`src/rtl/mem_access_unit.sv`:
```
// Load/store unit between the exec stage and a single-beat request/ack bus.
// Accepts one aligned access at a time, stalls exec via hold, drives
// lane-replicated store data with byte strobes, and extends load results.
module mem_access_unit (
  input  logic        clk,
  input  logic        rstN,
  input  logic [1:0]  memOp,
  input  logic [1:0]  memSize,
  input  logic        loadUnsigned,
  input  logic [31:0] addr,
  input  logic [31:0] memDin,
  output logic        hold,
  output logic        busReq,
  output logic        busWe,
  output logic [31:0] busAddr,
  output logic [3:0]  busWstrb,
  output logic [31:0] busWdata,
  input  logic [31:0] busRdata,
  input  logic        busAck,
  output logic [31:0] loadData,
  output logic        loadValid,
  output logic        fault
);

  localparam logic [1:0] OpLoad  = 2'b01;
  localparam logic [1:0] OpStore = 2'b10;

  localparam logic [1:0] SzByte = 2'b00;
  localparam logic [1:0] SzHalf = 2'b01;
  localparam logic [1:0] SzWord = 2'b10;

  // 2'b11 is unused and falls back to StIdle.
  typedef enum logic [1:0] {
    StIdle = 2'b00,
    StWait = 2'b01,
    StDone = 2'b10
  } state_e;

  state_e state_q, state_d;

  logic        is_req;
  logic        aligned;
  logic        legal;
  logic        accept;
  logic        reject;

  logic [3:0]  wstrb_d;
  logic [31:0] wdata_d;

  logic        is_load_q;
  logic [1:0]  size_q;
  logic        unsigned_q;
  logic [1:0]  addr_lo_q;

  logic [31:0] bus_addr_q;
  logic [3:0]  bus_wstrb_q;
  logic [31:0] bus_wdata_q;
  logic        bus_we_q;
  logic [31:0] load_data_q;
  logic [31:0] load_ext;
  logic [31:0] rd_shift;
  logic        fault_q;

  // Request decode: size legality and natural alignment.
  always_comb begin
    is_req  = (memOp == OpLoad) || (memOp == OpStore);
    aligned = 1'b0;
    legal   = 1'b1;
    case (memSize)
      SzByte:  aligned = 1'b1;
      SzHalf:  aligned = ~addr[0];
      SzWord:  aligned = (addr[1:0] == 2'b00);
      default: legal   = 1'b0;
    endcase
    accept = (state_q == StIdle) && is_req && legal && aligned;
    reject = (state_q == StIdle) && is_req && !(legal && aligned);
  end

  // Store lane replication and byte strobes; loads never write.
  always_comb begin
    wstrb_d = 4'b0000;
    wdata_d = memDin;
    if (memOp == OpStore) begin
      case (memSize)
        SzByte: begin
          wstrb_d = 4'b0001 << addr[1:0];
          wdata_d = {4{memDin[7:0]}};
        end
        SzHalf: begin
          wstrb_d = addr[1] ? 4'b1100 : 4'b0011;
          wdata_d = {2{memDin[15:0]}};
        end
        SzWord: begin
          wstrb_d = 4'b1111;
          wdata_d = memDin;
        end
        default: begin
          wstrb_d = 4'b0000;
          wdata_d = memDin;
        end
      endcase
    end
  end

  // Next-state logic and combinational stall/handshake outputs.
  always_comb begin
    state_d = state_q;
    unique case (state_q)
      StIdle:  if (accept) state_d = StWait;
      StWait:  if (busAck) state_d = StDone;
      StDone:  state_d = StIdle;
      default: state_d = StIdle;
    endcase
  end

  // hold is gated by rstN so exec is never stalled while the unit is in reset.
  assign hold      = rstN && (accept || ((state_q == StWait) && !busAck));
  assign busReq    = (state_q == StWait);
  assign loadValid = (state_q == StDone) && is_load_q;

  // Select the addressed lane(s) of the read word and extend.
  always_comb begin
    rd_shift = busRdata >> {addr_lo_q, 3'b000};
    load_ext = busRdata;
    case (size_q)
      SzByte:  load_ext = unsigned_q ? {24'b0, rd_shift[7:0]}
                                     : {{24{rd_shift[7]}}, rd_shift[7:0]};
      SzHalf:  load_ext = unsigned_q ? {16'b0, rd_shift[15:0]}
                                     : {{16{rd_shift[15]}}, rd_shift[15:0]};
      default: load_ext = busRdata;
    endcase
  end

  // State register.
  always_ff @(posedge clk or negedge rstN) begin
    if (!rstN) begin
      state_q <= StIdle;
    end else begin
      state_q <= state_d;
    end
  end

  // Capture the request at accept; bus outputs then stay stable through WAIT.
  always_ff @(posedge clk or negedge rstN) begin
    if (!rstN) begin
      is_load_q   <= 1'b0;
      size_q      <= 2'b00;
      unsigned_q  <= 1'b0;
      addr_lo_q   <= 2'b00;
      bus_addr_q  <= 32'h0;
      bus_wstrb_q <= 4'h0;
      bus_wdata_q <= 32'h0;
      bus_we_q    <= 1'b0;
    end else if (accept) begin
      is_load_q   <= (memOp == OpLoad);
      size_q      <= memSize;
      unsigned_q  <= loadUnsigned;
      addr_lo_q   <= addr[1:0];
      bus_addr_q  <= {addr[31:2], 2'b00};
      bus_wstrb_q <= wstrb_d;
      bus_wdata_q <= wdata_d;
      bus_we_q    <= (memOp == OpStore);
    end
  end

  // Load result register and one-cycle fault pulse.
  always_ff @(posedge clk or negedge rstN) begin
    if (!rstN) begin
      load_data_q <= 32'h0;
      fault_q     <= 1'b0;
    end else begin
      fault_q <= reject;
      if ((state_q == StWait) && busAck && is_load_q) begin
        load_data_q <= load_ext;
      end
    end
  end

  assign busAddr  = bus_addr_q;
  assign busWstrb = bus_wstrb_q;
  assign busWdata = bus_wdata_q;
  assign busWe    = bus_we_q;
  assign loadData = load_data_q;
  assign fault    = fault_q;

endmodule

```
`config.mk`:
```
export PLATFORM = sky130hd
export DESIGN_NAME = mem_access_unit
export DESIGN_NICKNAME = d
export VERILOG_FILES = /design/src/rtl/mem_access_unit.sv
export SDC_FILE = /design/constraint.sdc
export NUM_CORES = 1
export LEC_CHECK = 0
export ABC_AREA = 1
export CAP_MARGIN = 20
export CELL_PAD_IN_SITES_DETAIL_PLACEMENT = 0
export CELL_PAD_IN_SITES_GLOBAL_PLACEMENT = 2
export CORE_AREA = 2 2 100 174
export CTS_CLUSTER_DIAMETER = 50
export DETAILED_ROUTE_END_ITERATION = 10
export DIE_AREA = 0 0 102 176
export DONT_BUFFER_PORTS = 1
export GPL_ROUTABILITY_DRIVEN = 0
export MAX_ROUTING_LAYER = met4
export PLACE_DENSITY = 0.77
export SETUP_SLACK_MARGIN = 0.15
export SLEW_MARGIN = 0
export SYNTH_ARGS = -nofsm -noshare
export SYNTH_HDL_FRONTEND = slang
export SYNTH_SLANG_ARGS = --single-unit
```
`constraint.sdc`:
```
create_clock -name clk -period 2 [get_ports clk]
set_clock_uncertainty 0.1 [all_clocks]
set_input_delay 0.3 -clock clk [delete_from_list [all_inputs] [get_ports clk]]
set_output_delay 0.3 -clock clk [all_outputs]
set_load 0.01 [all_outputs]
```
; After elaboration in Yosys (flattened, before gate mapping)
; Cells that the tools add are included.
[classes]
addsub = 0
mul = 0
div_mod_pow = 0
n_lt_le_gt_ge = 0
eq_ne = 9
n_shift = 2
n_mux = 13
n_bitwise = 1
n_reduce_logical = 20
[ops]
columns = cell, n
row1 = 32-bit case mux with 2 select lines, 2
row2 = 32-bit two-way mux, 3
row3 = 32-bit by 5-bit right shift with 16-bit output, 1
row4 = 4-bit case mux with 3 select lines, 1
row5 = 1-bit logical AND, 10
row6 = 2-bit by 1-bit == test with 1-bit output (second input constant), 4
row7 = 2-bit logical NOT, 4
row8 = 4-bit two-way mux, 2
row9 = 2-bit == test (second input constant), 3
row10 = 2-bit two-way mux, 2
row11 = 2-bit case mux with 2 select lines, 1
row12 = 1-bit by 2-bit << shifter with 4-bit output (first input constant), 1
row13 = 1-bit case mux with 3 select lines, 1
row14 = 3-bit OR reduction, 1
row15 = 1-bit logical NOT, 2
row16 = 1-bit logical OR, 2
row17 = 2-bit by 1-bit inequality test with 1-bit output (second input constant), 1
row18 = 2-bit inequality test (second input constant), 1
row19 = 2-bit AND reduction, 1
row20 = 1-bit two-way mux, 1
row21 = 1-bit NOT, 1
[word_totals]
register_bits = 108
latchBits = 0
mem_bits_rw = 0
rom_bits = 0
elab_cells = 56
n_memories = 0

; Longest topological paths before layout
; Gate-level depths: netlist of the first run.
[depth]
depth_word = 7
ltp_mapped = 11

; Worst setup path before layout of the first run
; No wires, ideal clock.
[synth_timing]
path_type = in2out
from = in memOp[0]
to = out hold
arrival_ps = 1375
required_ps = 1600
slack_ps = 225
stages = 8
n_path_buf = 1
cell_sequence = inv_1 -> ha_1 -> nor3_2 -> inv_2 -> nor2_4 -> inv_2 -> buf_2 -> a21boi_1
[synth_via]
elab_chain_cells = 7
elab_cells_between_ends = 8
cone_classes = eq/ne (2) / reduce/logical (6)
[synth_lines]
columns = element, line
row1 = "start, declared", 7  ; input logic [1:0] memOp,
row2 = 2-bit by 1-bit == test with 1-bit output or 2-bit == test (tied branches), 66  ; is_req = (memOp == OpLoad) || (memOp == OpStore);
row3 = 1-bit logical OR *, 66
row4 = 1-bit logical AND * (3 in series), 75  ; accept = (state_q == StIdle) && is_req && legal && aligned;
row5 = 1-bit logical OR *, 117  ; assign hold = rstN && (accept || ((state_q == StWait) && !busAck));
row6 = 1-bit logical AND *, 117
row7 = "end, declared", 12  ; output logic hold,
; Every way passes the cells marked *; elsewhere a longest branch is shown, timed or not.

; Final worst setup path of the first run
[layout_timing]
from = reg state_q[1]
to = out hold
[layout_via]
elab_cells_between_ends = 8
cone_classes = eq/ne (1) / reduce/logical (7)
[layout_lines]
columns = element, line
row1 = "start, declared", 39  ; state_e state_q, state_d;
row2 = "start signal, assigned", 137  ; state_q <= StIdle;
row3 = "start signal, assigned", 139  ; state_q <= state_d;
row4 = 2-bit by 1-bit == test with 1-bit output, --
row5 = named net busReq, 13  ; output logic busReq,
row6 = 1-bit logical AND, 117
row7 = 1-bit logical OR, 117
row8 = 1-bit logical AND, 117
; The timed path passes the listed nets, and every way through them passes these cells.

==> results.py, run 1 <==
metrics = {
    "floorplanning": {
        "start_util_pct": 33.7,
        "die_w_um": 102,
        "die_h_um": 176,
        "ios": 209,
        "dieArea_mm2": 0.0180,
        "core-area_mm2": 0.0164,
        "num_rows": 62,
    },
    "clock_network": {
        "clock_latency_ns": 0.34,
        "ctsHoldBuffers": 35,
        "clockBufferDepth": 2,
        "ctsHtreeMaxLevel": 3,
        "cts_tree": "built",
        "numCtsBuffers": 9,
        "path_clk_slew_ns": 0.08,
        "cts_root_buf": "clkbuf_16",
        "cts.sinks": 108,
    },
    "power": {
        "p_per_area_mw_per_mm2": 1250,
        "total_power_mw": 8.05,
        "power_leakage_nw": 3.43,
        "vdd_drop_max_uv": 523,
    },
    "timing": {
        "hold-worst-slack_ns": -0.460,
        "fmax_ghz": 0.542,
        "rsz0062_at_grt": "yes",
        "post-route-period-util_pct": 92.2,
        "relSlewSlack_pct": 65.8,
        "worstMarginPinSlew_ns": 0.509,
        "hold_viol": 108,
        "final_max_slew_viol_count": 0,
        "finalCriticalPeriod_ns": 1.84,
        "tns_ns": 0,
        "finalSetupViolations": 0,
    },
    "critical_path": {
        "cp_common_cell": "buf_4",
        "critPathLaunchType": "register",
        "r2r_slack_ns": 0.19,
        "arrival_ns": 1.44,
        "critical_path_required_ns": 1.60,
        "slowest_delay_ns": 0.43,
        "path_depth": 5,
        "crit_fanout": 3,
        "timing.rr.end": "loadData[30]$_DFFE_PN0P_",
        "end_kind": "primary output",
        "critPathBufInv": 2,
        "reg2reg_depth": 8,
        "cpMaxStageDelayCell": "dfrtp_2",
        "timing.rr.start": "state_q[1]$_DFFE_PN0P_",
        "worstSetupPathType": "register to primary output",
        "worstPathCellList": "buf_4 > nor2_4 > nand2_2 > a21boi_2 > buf_4",
        "cp_top_family": "flip-flops",
    },
    "final_layout": {
        "seqCellArea_mm2": 0.00270,
        "multi_input_area_mm2": 0.00234,
        "drive_above_1_share_pct": 11.9,
        "layout_common_cells": "nand2_1 (318), dfrtp_1 (107), inv_1 (65)",
        "diodes": 0,
        "fill_cells": 1784,
        "fin_nets": 874,
        "syn_to_final_growth_pct": 16.7,
        "final_common_cell": "nand2_1",
        "fin_area_mm2": 0.00646,
    },
    "grt": {
        "grt_antenna_before_repair": 0,
        "grt_util_all_layers_pct": 19.6,
        "grt_pass1_vias": 4855,
        "grt_pass1_wl_um": 26100,
        "grt_overflow": 0,
        "grt_max_degree": 110,
    },
    "placed_design": {
        "numPortBuffers": 0,
        "placed_area_mm2": 0.00575,
        "dp_hpwl_um": 12300,
    },
    "logic_synthesis": {
        "yosysWarningCount": 0,
        "synth.area.mux_share_pct": 0,
        "synth_simple_gate_area_share_pct": 31.3,
        "synth-adder-area-share_pct": 0.452,
        "ys_seq_elements": 108,
        "synthTopCellsByArea": "dfrtp_1 (49%), nand2_1 (22%), inv_1 (4.4%)",
        "synth_xor_area_share_pct": 0,
        "synth_top_area_share_pct": 48.8,
        "yosysSeqAreaShare_pct": 48.8,
        "syn-cell-area_mm2": 0.00554,
        "yosysUniqueCellTypes": 28,
        "yosys.area.top_type": "dfrtp_1",
        "synth_top_family_by_area": "simple AND/OR/NAND/NOR gates",
        "synth.avg_cell_area_um2": 7.51,
        "synth-compound-area-share_pct": 10.3,
        "syn_inst": 737,
    },
    "routing": {
        "dr.pass1.iters": 4,
        "ant_nets": 0,
        "first_iter_violations": 210,
        "viasPerCell": 4.73,
        "route.detailed.drc": 0,
        "vias": 4719,
        "drt_wl_total_um": 17000,
        "wl_per_cell_um": 17.1,
    },
    "outcome": {
        "status": "finished, violations left",
        "violations": "hold timing",
    },
    "worst_hold_path": {
        "min_path_type": "input port to async pin",
    },
    "run": {
        "maxCapViolations": 0,
    },
}
==> synthesized netlist by cell type <==
cell type	n
a21boi_1	1
a21oi_1	39
a21oi_2	8
a2bb2oi_1	1
buf_1	1
buf_2	19
buf_4	5
buf_6	5
clkbuf_1	10
conb_1	1
dfrtp_1	108
ha_1	2
inv_1	65
inv_2	8
nand2_1	319
nand2_2	4
nand3_1	35
nand3_2	4
nand3_4	2
nor2_1	14
nor2_4	3
nor3_1	1
nor3_2	1
o21ai_0	45
o21ai_1	10
o22ai_2	1
or2_1	6
or2_2	19
==> where the power goes <==
| group | internal [mW] | switching (mW) |
|---|---|---|
| Combinational | 0.880 | 1.30 |
| Clock | 0.915 | 0.888 |
| Sequential | 3.02 | 1.05 |
| Total | 4.82 | 3.24 |
==> how the worst max path moves through the flow <==
stage | end | from | slack (ns)
after floorplan | hold | memOp[0] | 0.23
after global placement | hold | memOp[0] | 0.23
after detailed placement | hold | memOp[0] | 0.20
after CTS | hold | state_q[0]$_DFFE_PN0P_ | 0.15
after global routing | hold | state_q[1]$_DFFE_PN0P_ | 0.08
final | hold | state_q[1]$_DFFE_PN0P_ | 0.16
==> area by class of cell <==
cell class | instances | share of cell area (%)
sequential | 108 | 41.8
multi-input combinational | 517 | 36.3
timing repair buffer | 59 | 8.60
tap | 224 | 4.34
inverter | 73 | 4.32
clock buffer | 11 | 3.76
clock inverter | 5 | 0.871
==> timing repair <==
item / in CTS / in global routing
gates resized for setup: 2 / 6
endpoints found under the setup margin: 1 / 7
pin swaps: 4 / 3
endpoints found under the hold margin: 143 / 108
setup buffers: 5 / 1
==> registers in the layout (all words and copies together), names as in the netlist <==
register	cells
addr_lo_q	2
busAddr	30
busWdata	32
busWe	1
busWstrb	4
fault	1
is_load_q	1
loadData	32
size_q	2
state_q	2
unsigned_q	1
==> metrics by stage <==
step	std cells	utilization, %	setup WS [ns]	hold slack (ns)
after floorplan	738	-	0.225	-0.0956
after global placement	940	35.0	0.234	-0.0931
after detailed placement	940	35.0	0.199	-0.0932
after CTS	996	39.2	0.155	-0.483
after global routing	997	39.3	0.0798	-0.484
final	997	39.3	0.156	-0.460
==> logic make-up after synthesis <==
logic type,Yosys count
buf+inv,113
simple gates,408
fa+ha+maj,2
flops,108
compound gates,105
other cells,1
==> layer usage <==
| metal | wire [µm] | up-vias | track usage [%] |
|---|---|---|---|
| met2 | 9360 | 159 | 35.4 |
| li1 | - | 2329 | - |
| met1 | 5950 | 2201 | 20.0 |
| met4 | 656 | 0 | 8.28 |
| met5 | 0 | - | - |
| met3 | 1060 | 30 | 4.16 |
(Power assumes the default switching activity.)
==> run 2, diff against run 1 <==
--- a/config.mk
+++ b/config.mk
@@ -7,16 +7,14 @@
 export LEC_CHECK = 0
 export ABC_AREA = 1
 export CAP_MARGIN = 20
-export CELL_PAD_IN_SITES_DETAIL_PLACEMENT = 0
-export CELL_PAD_IN_SITES_GLOBAL_PLACEMENT = 2
-export CORE_AREA = 2 2 100 174
+export CORE_AREA = 2 2 79 138
 export CTS_CLUSTER_DIAMETER = 50
 export DETAILED_ROUTE_END_ITERATION = 10
-export DIE_AREA = 0 0 102 176
+export DIE_AREA = 0 0 81 140
 export DONT_BUFFER_PORTS = 1
 export GPL_ROUTABILITY_DRIVEN = 0
 export MAX_ROUTING_LAYER = met4
-export PLACE_DENSITY = 0.77
+export PLACE_DENSITY = 0.68
 export SETUP_SLACK_MARGIN = 0.15
 export SLEW_MARGIN = 0
 export SYNTH_ARGS = -nofsm -noshare
==> results.py, run 2 (same netlist as run 1, synthesis figures left out) <==
metrics = {
    "floorplanning": {
        "num_rows": 49,
        "dieArea_mm2": 0.0113,
        "die_w_um": 81,
        "core-area_mm2": 0.0102,
        "ios": 209,
        "start_util_pct": 54.4,
        "die_h_um": 140,
    },
    "timing": {
        "rsz0062_at_grt": "yes",
        "fmax_ghz": 0.543,
        "finalSetupViolations": 0,
        "hold-worst-slack_ns": -0.453,
        "worstMarginPinSlew_ns": 0.524,
        "relSlewSlack_pct": 64.8,
        "final_max_slew_viol_count": 0,
        "post-route-period-util_pct": 92.1,
        "tns_ns": 0,
        "hold_viol": 108,
        "finalCriticalPeriod_ns": 1.84,
    },
    "critical_path": {
        "critPathLaunchType": "register",
        "timing.rr.start": "state_q[0]$_DFFE_PN0P_",
        "timing.rr.end": "loadData[27]$_DFFE_PN0P_",
        "worstSetupPathType": "register to primary output",
        "worstPathCellList": "buf_6 > inv_4 > nor2_4 > nand2_2 > a21boi_2 > buf_4",
        "reg2reg_depth": 9,
        "cpMaxStageDelayCell": "dfrtp_1",
        "slowest_delay_ns": 0.43,
        "critical_path_required_ns": 1.60,
        "end_kind": "primary output",
        "r2r_slack_ns": 0.25,
        "arrival_ns": 1.44,
        "critPathBufInv": 3,
        "crit_fanout": 3,
        "cp_top_family": "flip-flops",
    },
    "routing": {
        "viasPerCell": 5.35,
        "first_iter_violations": 199,
        "wl_per_cell_um": 16.7,
        "vias": 4768,
        "ant_nets": 0,
        "drt_wl_total_um": 14900,
        "dr.pass1.iters": 5,
        "route.detailed.drc": 0,
    },
    "grt": {
        "grt_pass1_wl_um": 23200,
        "grt_max_degree": 110,
        "grt_pass1_vias": 4870,
        "met2_usage_pct": 46.2,
        "use_met3_pct": 6.44,
        "grt_antenna_before_repair": 0,
        "use_met1_pct": 28.7,
        "grt_util_all_layers_pct": 27.1,
        "grt_overflow": 0,
        "gr-max-usage-layer": "met2",
    },
    "final_layout": {
        "finalCoreUtilization_pct": 61.9,
        "layout_common_cells": "nand2_1 (318), dfrtp_1 (107), inv_1 (65)",
        "drive_above_1_share_pct": 11.1,
        "syn_to_final_growth_pct": 13.8,
        "fin_area_mm2": 0.00630,
        "diodes": 0,
        "fin_nets": 866,
        "final_common_cell": "nand2_1",
        "fill_cells": 896,
    },
    "power": {
        "vdd_drop_max_uv": 647,
        "total_power_mw": 8.01,
        "p_per_area_mw_per_mm2": 1270,
        "power_leakage_nw": 3.40,
    },
    "clock_network": {
        "numCtsBuffers": 9,
        "ctsHtreeMaxLevel": 3,
        "ctsHoldBuffers": 35,
        "cts_root_buf": "clkbuf_16",
        "path_clk_slew_ns": 0.08,
        "clock_latency_ns": 0.34,
        "clockBufferDepth": 2,
        "cts.sinks": 108,
        "cts_tree": "built",
    },
    "outcome": {
        "status": "finished, violations left",
        "violations": "hold timing",
    },
    "placed_design": {
        "numPortBuffers": 0,
        "placed_area_mm2": 0.00557,
        "dp_hpwl_um": 10500,
    },
    "worst_hold_path": {
        "min_path_type": "input port to async pin",
    },
    "run": {
        "maxCapViolations": 0,
    },
}
-- run 2: cell count changes in the layout (fill, tap and decap cells not counted), sizes merged --
cell	change
clkinv	-1
bufinv	+1
clkbuf	-2
inv	+2
buf	-8
-- run 2: repair_timing --
action	CTS	global route
setup endpoints to repair	1	9
endpoints found under the hold margin	143	108
setup buffers	3	1
resized for setup	3	7
pin swaps	4	2
-- run 2: per-layer routing --
metal	part of all wire (%)	vias to the layer above
met2	53	185
met5	0	-
met1	36	2240
met4	4.4	0
li1	-	2306
met3	7.0	37
-- run 2: area by class of cell --
class | instances | area (µm²) | area share, %
inverters | 73 | 282 | 4.47
repair buffers | 51 | 490 | 7.79
clock inverters | 7 | 92.6 | 1.47
clock buffers | 9 | 225 | 3.58
multi-input cells | 517 | 2340 | 37.2
flip-flops and latches | 108 | 2700 | 42.9
well taps | 127 | 159 | 2.52
-- run 2: power breakdown --
part / total (mW) / internal (mW) / leakage [nW] / switching, mW
logic: 2.09 / 0.829 / 1.90 / 1.26
clock network: 1.88 / 1.01 / 0.155 / 0.873
registers: 4.05 / 3.02 / 1.34 / 1.03
total: 8.01 / 4.86 / 3.40 / 3.16
-- run 2: worst max path at each step --
stage / startpoint / to / slack (ns) / cells past startpoint
after floorplan: memOp[0] / hold / 0.23 / 8
after global placement: memOp[0] / hold / 0.27 / 8
after detailed placement: memOp[0] / hold / 0.21 / 8
after CTS: state_q[0]$_DFFE_PN0P_ / hold / 0.13 / 6
after global routing: state_q[1]$_DFFE_PN0P_ / hold / 0.08 / 6
final: state_q[0]$_DFFE_PN0P_ / hold / 0.16 / 6
-- run 2: stage by stage --
| stage | setup slack, ns | std cells |
|---|---|---|
| 2_1_floorplan | 0.225 | 738 |
| 3_3_place_gp | 0.273 | 837 |
| 3_5_place_dp | 0.207 | 837 |
| 4_1_cts | 0.131 | 891 |
| 5_1_grt | 0.0842 | 892 |
| 6_report | 0.157 | 892 |
